===== src/rtl/mole_ctrl.sv =====
// Whack-a-mole round controller: picks a mole from num, times it on tick, scores presses over ROUNDS rounds.
// Latency: registered outputs respond one cycle after a button edge or expiring tick; no backpressure.
// Optional MOLE_CTRL_PENALTY_EN: a wrong-button press in UP costs one point (floor 0).
module mole_ctrl #(
    parameter int GAP_TICKS  = 2,
    parameter int MOLE_TICKS = 3,
    parameter int ROUNDS     = 16,
    parameter int TIMER_W    = 8
) (
    input  logic       clk,
    input  logic       reset,
    input  logic       tick,
    input  logic       start,
    input  logic [1:0] num,
    input  logic [3:0] btn,
    output logic [3:0] led,
    output logic [7:0] score,
    output logic [7:0] misses,
    output logic       game_over
);

    typedef enum logic [1:0] {
        IDLE = 2'd0,
        GAP  = 2'd1,
        UP   = 2'd2,
        DONE = 2'd3
    } state_t;

    localparam logic [TIMER_W-1:0] GAP_INIT   = TIMER_W'(GAP_TICKS);
    localparam logic [TIMER_W-1:0] MOLE_INIT  = TIMER_W'(MOLE_TICKS);
    localparam logic [TIMER_W-1:0] TIMER_ONE  = TIMER_W'(1);
    localparam logic [7:0]         LAST_ROUND = 8'(ROUNDS - 1);

    state_t             state;
    logic [TIMER_W-1:0] timer;
    logic [7:0]         round;
    logic [1:0]         mole;
    logic [3:0]         btn_q;

    logic [3:0] btn_rise;
    logic [3:0] mole_mask;
    logic       hit;
    logic       expire;
    logic [7:0] score_inc;
    logic [7:0] miss_inc;

    always_comb begin
        btn_rise  = btn & ~btn_q;
        mole_mask = 4'b0001 << mole;
        hit       = |(btn_rise & mole_mask);
        expire    = tick && (timer == TIMER_ONE);
        score_inc = (score == 8'hFF) ? score : score + 8'd1;
        miss_inc  = (misses == 8'hFF) ? misses : misses + 8'd1;
    end

`ifdef MOLE_CTRL_PENALTY_EN
    logic       wrong;
    logic [7:0] score_dec;

    always_comb begin
        wrong     = |(btn_rise & ~mole_mask);
        score_dec = (score == 8'd0) ? score : score - 8'd1;
    end
`endif

    always_ff @(posedge clk or negedge reset) begin
        if (!reset) begin
            state     <= IDLE;
            timer     <= '0;
            round     <= '0;
            mole      <= '0;
            btn_q     <= '0;
            led       <= '0;
            score     <= '0;
            misses    <= '0;
            game_over <= 1'b0;
        end else begin
            btn_q <= btn;
            case (state)
                IDLE, DONE: begin
                    if (start) begin
                        score     <= '0;
                        misses    <= '0;
                        round     <= '0;
                        timer     <= GAP_INIT;
                        game_over <= 1'b0;
                        led       <= '0;
                        state     <= GAP;
                    end
                end
                GAP: begin
                    led <= '0;
                    if (tick) begin
                        if (timer == TIMER_ONE) begin
                            mole  <= num;
                            led   <= 4'b0001 << num;
                            timer <= MOLE_INIT;
                            state <= UP;
                        end else begin
                            timer <= timer - TIMER_ONE;
                        end
                    end
                end
                UP: begin
`ifdef MOLE_CTRL_PENALTY_EN
                    // A correct hit in the same cycle masks any wrong press.
                    if (!hit && wrong) begin
                        score <= score_dec;
                    end
`endif
                    if (hit || expire) begin
                        led <= '0;
                        if (hit) begin
                            score <= score_inc;
                        end else begin
                            misses <= miss_inc;
                        end
                        if (round == LAST_ROUND) begin
                            game_over <= 1'b1;
                            state     <= DONE;
                        end else begin
                            round <= round + 8'd1;
                            timer <= GAP_INIT;
                            state <= GAP;
                        end
                    end else if (tick) begin
                        timer <= timer - TIMER_ONE;
                    end
                end
                default: state <= IDLE;
            endcase
        end
    end

endmodule

===== config.mk =====
export PLATFORM = sky130hd
export DESIGN_NAME = mole_ctrl
export DESIGN_NICKNAME = d
export VERILOG_FILES = /design/src/rtl/mole_ctrl.sv
export SDC_FILE = /design/constraint.sdc
export NUM_CORES = 1
export LEC_CHECK = 0
export CORE_UTILIZATION = 51
export CTS_BUF_LIST = sky130_fd_sc_hd__clkbuf_16
export DETAILED_ROUTE_END_ITERATION = 7
export HOLD_SLACK_MARGIN = 0.03
export PLACE_DENSITY_LB_ADDON = 0.15
export SLEW_MARGIN = 20
export SYNTH_ARGS = -nofsm -noshare
export SYNTH_HDL_FRONTEND = slang
export SYNTH_SLANG_ARGS = --single-unit

===== constraint.sdc =====
create_clock -name clk -period 2.4 [get_ports clk]
set_clock_uncertainty 0.05 [all_clocks]
set_input_delay 0.24 -clock clk [delete_from_list [all_inputs] [get_ports clk]]
set_output_delay 0.24 -clock clk [all_outputs]
set_load 0.02 [all_outputs]

==> impl_results.md <==
- I/O pin total: 31
- DR pass1 iterations: 4
- Final Setup Violations: 0
- Commonest non-fill, non-tap cells in the layout: dfrtp_1, clkdlybuf4s50_1, nand2_1, buf_4, nor2_1
- Cell Area, Synth: 0.002668 sq mm
- Post-DP HPWL: about 4.2 mm
- Fin. Hold Viols: 0
- Setup bufs post-CTS: 0
- Syn avg cell area: about 9.9 sq um
- Residual DRC count: 0
- Design Area, Final: around 0.0034 sq mm
- Startpoint Class: register
- LEAKAGE: roughly 1.4 nW
- Synth Area in Compound Gates: 0.1970
- XOR/XNOR share of the synthesized area: 0.02627
- Ys flop type: dfrtp_1
- Final Net Count: about 330
- Multiplexer share of the synthesized area: 0.01548
- Die Wd: roughly 74 um
- Post-Synth Adder-Cell Area: 0.03752
- Wire length per cell: approximately 16 um
- Crit path capture: misses[7]$_DFFE_PN0P_
- Combinational share of power: 0.436
- Critical Path Source: timer[1]$_DFFE_PN0P_
- Main combinational cell family by area after synthesis: simple AND/OR/NAND/NOR gates
- Placer Congestion: approximately 0.86
- WP data required: 2520 ps
- Total of max-cap violations: 0
- Initial drt markers: 138
- Global-route wire length before repair: between 10 and 15 mm
- Antenna cells: 0
- Seq pwr share: 0.303
- Vias/cell: about 6.0
- Crit-path max FO: 8
- Register bit total from synthesis: between 40 and 50
- Reg2Reg Capture Point: misses[7]$_DFFE_PN0P_
- PwrDens: roughly 900 mW/mm^2
- Critical register-to-register path startpoint: timer[1]$_DFFE_PN0P_
- Worst Reg-to-Reg Cells: 7
- Total grt overflow: 0
- Total Routed Length: about 6.0 mm
- Placed Area: 0.003149 sq mm
- Reg clk slew, reported paths: ~70 ps
- Yosys warning total: 0
- Initial antenna violation count: 0
- Switch Pwr: ~0.0011 W
- HP Class: primary input to register
- Vias: ~2300
- Initial Util: 0.5467
- Clock Tree Buf Depth: 2
- Vias in the first global route: around 2100
- Synth Instances: 270
- Minimum clock period: 2293 ps
- FP Rows: 25
- R2r setup slk: 110 ps
- Footprint of the multi-input gates: between 0.001 and 0.0015 sq mm
- Gr usage total: 0.2365
- CTS tree: built
- Maximum VDD drop: 0.3980 mV
- Post-synth ARST share: 1.000
- Largest net degree at the start of global routing: 30
- Clk_lat worst skew: between 200 and 300 ps
- CTS H-tree depth: 2
- Synth cell types: 59
- Core area: just under 0.005 sq mm
- RSZ-0062 raised after global routing: yes
- Final critical-path share of the clock period: 0.9554
- Syn_nets: between 200 and 300
- Root Buffer: clkbuf_16
- WP data arrival: between 2000 and 2500 ps
- Post-Synth Simple-Gate Area: 0.2594
- Sw frac: 0.3730
- Fin cells: between 300 and 400
- Die ar.: around 0.0055 sq mm
- Layout cells sized above 1: 0.1577
- # fillers: 413
- Clock Power Share: 0.261
- I/O Buffers: 30
- FF+latch area: roughly 0.0011 sq mm
- Most common cell after layout, fill and taps aside: dfrtp_1
- Clk sink count: between 40 and 50
- Post-DRT Antenna Nets: 0
- Slew headroom: 0.5467
- EDFF count, synth: 0
- Fmax: 436.1 MHz
- Slew Viols, Final: 0
- Die height: between 70 and 80 um
- Cell Int Power: around 0.0019 W
- Crit. End Element: register
- Cts bufs inserted: 5
- Synth-to-Final Area Change: 25.61%
- Worst-Margin Slew: roughly 700 ps
- Worst setup path category: register to register
- Placed cells: approximately 380
- Status: finished clean
- Sequential element share of the synthesized area: 0.4221
## logic make-up (layout without fill, tap and decap cells)
| logic type | after synthesis | count (layout) |
|---|---|---|
| multiplexers | 4 | 4 |
| XOR/XNOR | 8 | 8 |
| buffers and inverters | 25 | 72 |
| AND/OR/NAND/NOR | 116 | 116 |
| flip-flops | 45 | 45 |
| AO/OA/AOI/OAI | 64 | 64 |
| adder cells (fa/ha/maj) | 8 | 8 |
## worst min path at each step
| stage | slack (ps) | to | depth (start not counted) | start |
|---|---|---|---|---|
| 3_5_place_dp | 270 | btn_q[0]$_DFF_PN0_ | 1 | reset |
| 3_3_place_gp | 260 | btn_q[2]$_DFF_PN0_ | 1 | reset |
| 6_report | 360 | btn_q[1]$_DFF_PN0_ | 1 | btn[1] |
| 2_1_floorplan | -110 | btn_q[0]$_DFF_PN0_ | 0 | reset |
| 4_1_cts | 360 | btn_q[1]$_DFF_PN0_ | 1 | btn[1] |
| 5_1_grt | 370 | btn_q[0]$_DFF_PN0_ | 1 | btn[0] |
## area by class of cell
cell class,count,share of cell area
multi-input combinational,200,0.4324
sequential,45,0.3361
timing repair buffer,52,0.1419
clock buffer,5,0.03734
tap,67,0.02502
clock inverter,3,0.01382
inverter,12,0.01344
## critical path: stages (launching register included)
cell and delay (ps):
dfrtp_1 390, inv_1 100, ha_1 180, or4b_1 520, nor3_4 190, o211ai_4 140
o311a_1 360, a221o_1 250
## registers in the layout (all words and copies together) (netlist names), 2 cells and up
register / flops
btn_q: 4
led: 4
misses: 8
mole: 2
round: 8
score: 8
state: 2
timer: 8
## routing by layer
layer  track usage  routed length (um)  vias to the layer above
met5             0                   0                        -
met4       0.06289                  57                        0
met3       0.04607                 181                        5
met2        0.4000                2968                       40
met1        0.3120                2827                     1142
li1              -                   -                     1118
## Yosys cell counts (3+ instances only)
library cell / n / area share
a2111oi_0: 4 / 0.013
a21oi_1: 8 / 0.015
a221o_1: 5 / 0.019
a22o_1: 5 / 0.016
a22o_2: 3 / 0.011
and3_1: 4 / 0.0094
buf_2: 3 / 0.0056
clkbuf_1: 8 / 0.011
dfrtp_1: 45 / 0.42
ha_1: 8 / 0.038
inv_1: 12 / 0.017
mux2i_1: 3 / 0.011
nand2_1: 21 / 0.030
nand2b_1: 3 / 0.0070
nand3_1: 15 / 0.028
nand4_1: 8 / 0.019
nor2_1: 19 / 0.027
nor2b_1: 5 / 0.012
nor3_1: 11 / 0.021
nor4_1: 5 / 0.012
o211ai_1: 8 / 0.023
o21ai_0: 6 / 0.011
o311a_1: 3 / 0.011
o31ai_1: 5 / 0.014
or4_1: 5 / 0.014
xnor2_1: 8 / 0.026
## per-stage QoR
stage | total power, W | setup TNS, ps | utilization | worst slack [ps] | hold slack, ps
final | 0.003026 | 0 | 0.6867 | 107.0 | 359.3
after global routing | 0.003206 | -4.969 | 0.6867 | -4.969 | 368.6
after CTS | 0.003018 | 0 | 0.6826 | 65.63 | 357.8
after detailed placement | 0.002206 | 0 | 0.6454 | 41.04 | 265.7
after global placement | 0.002180 | 0 | 0.6454 | 75.04 | 263.4
after floorplan | 0.001797 | 0 | - | 178.5 | -105.6
## power groups by stage
stage               Combinational [W]  Clock [W]  Sequential [W]
detailed placement            0.00128          0        0.000927
floorplan                    0.000876          0        0.000920
CTS                           0.00130   0.000806        0.000916
global route                  0.00145   0.000828        0.000927
global placement              0.00125          0        0.000926
finish                        0.00132   0.000791        0.000916
## timing repair
action	in CTS	in global routing
hold endpoints to repair	27	0
setup endpoints to repair	0	8
gates resized for setup	0	6
hold buffers	1	0
Power figures use the tool's default switching activity.
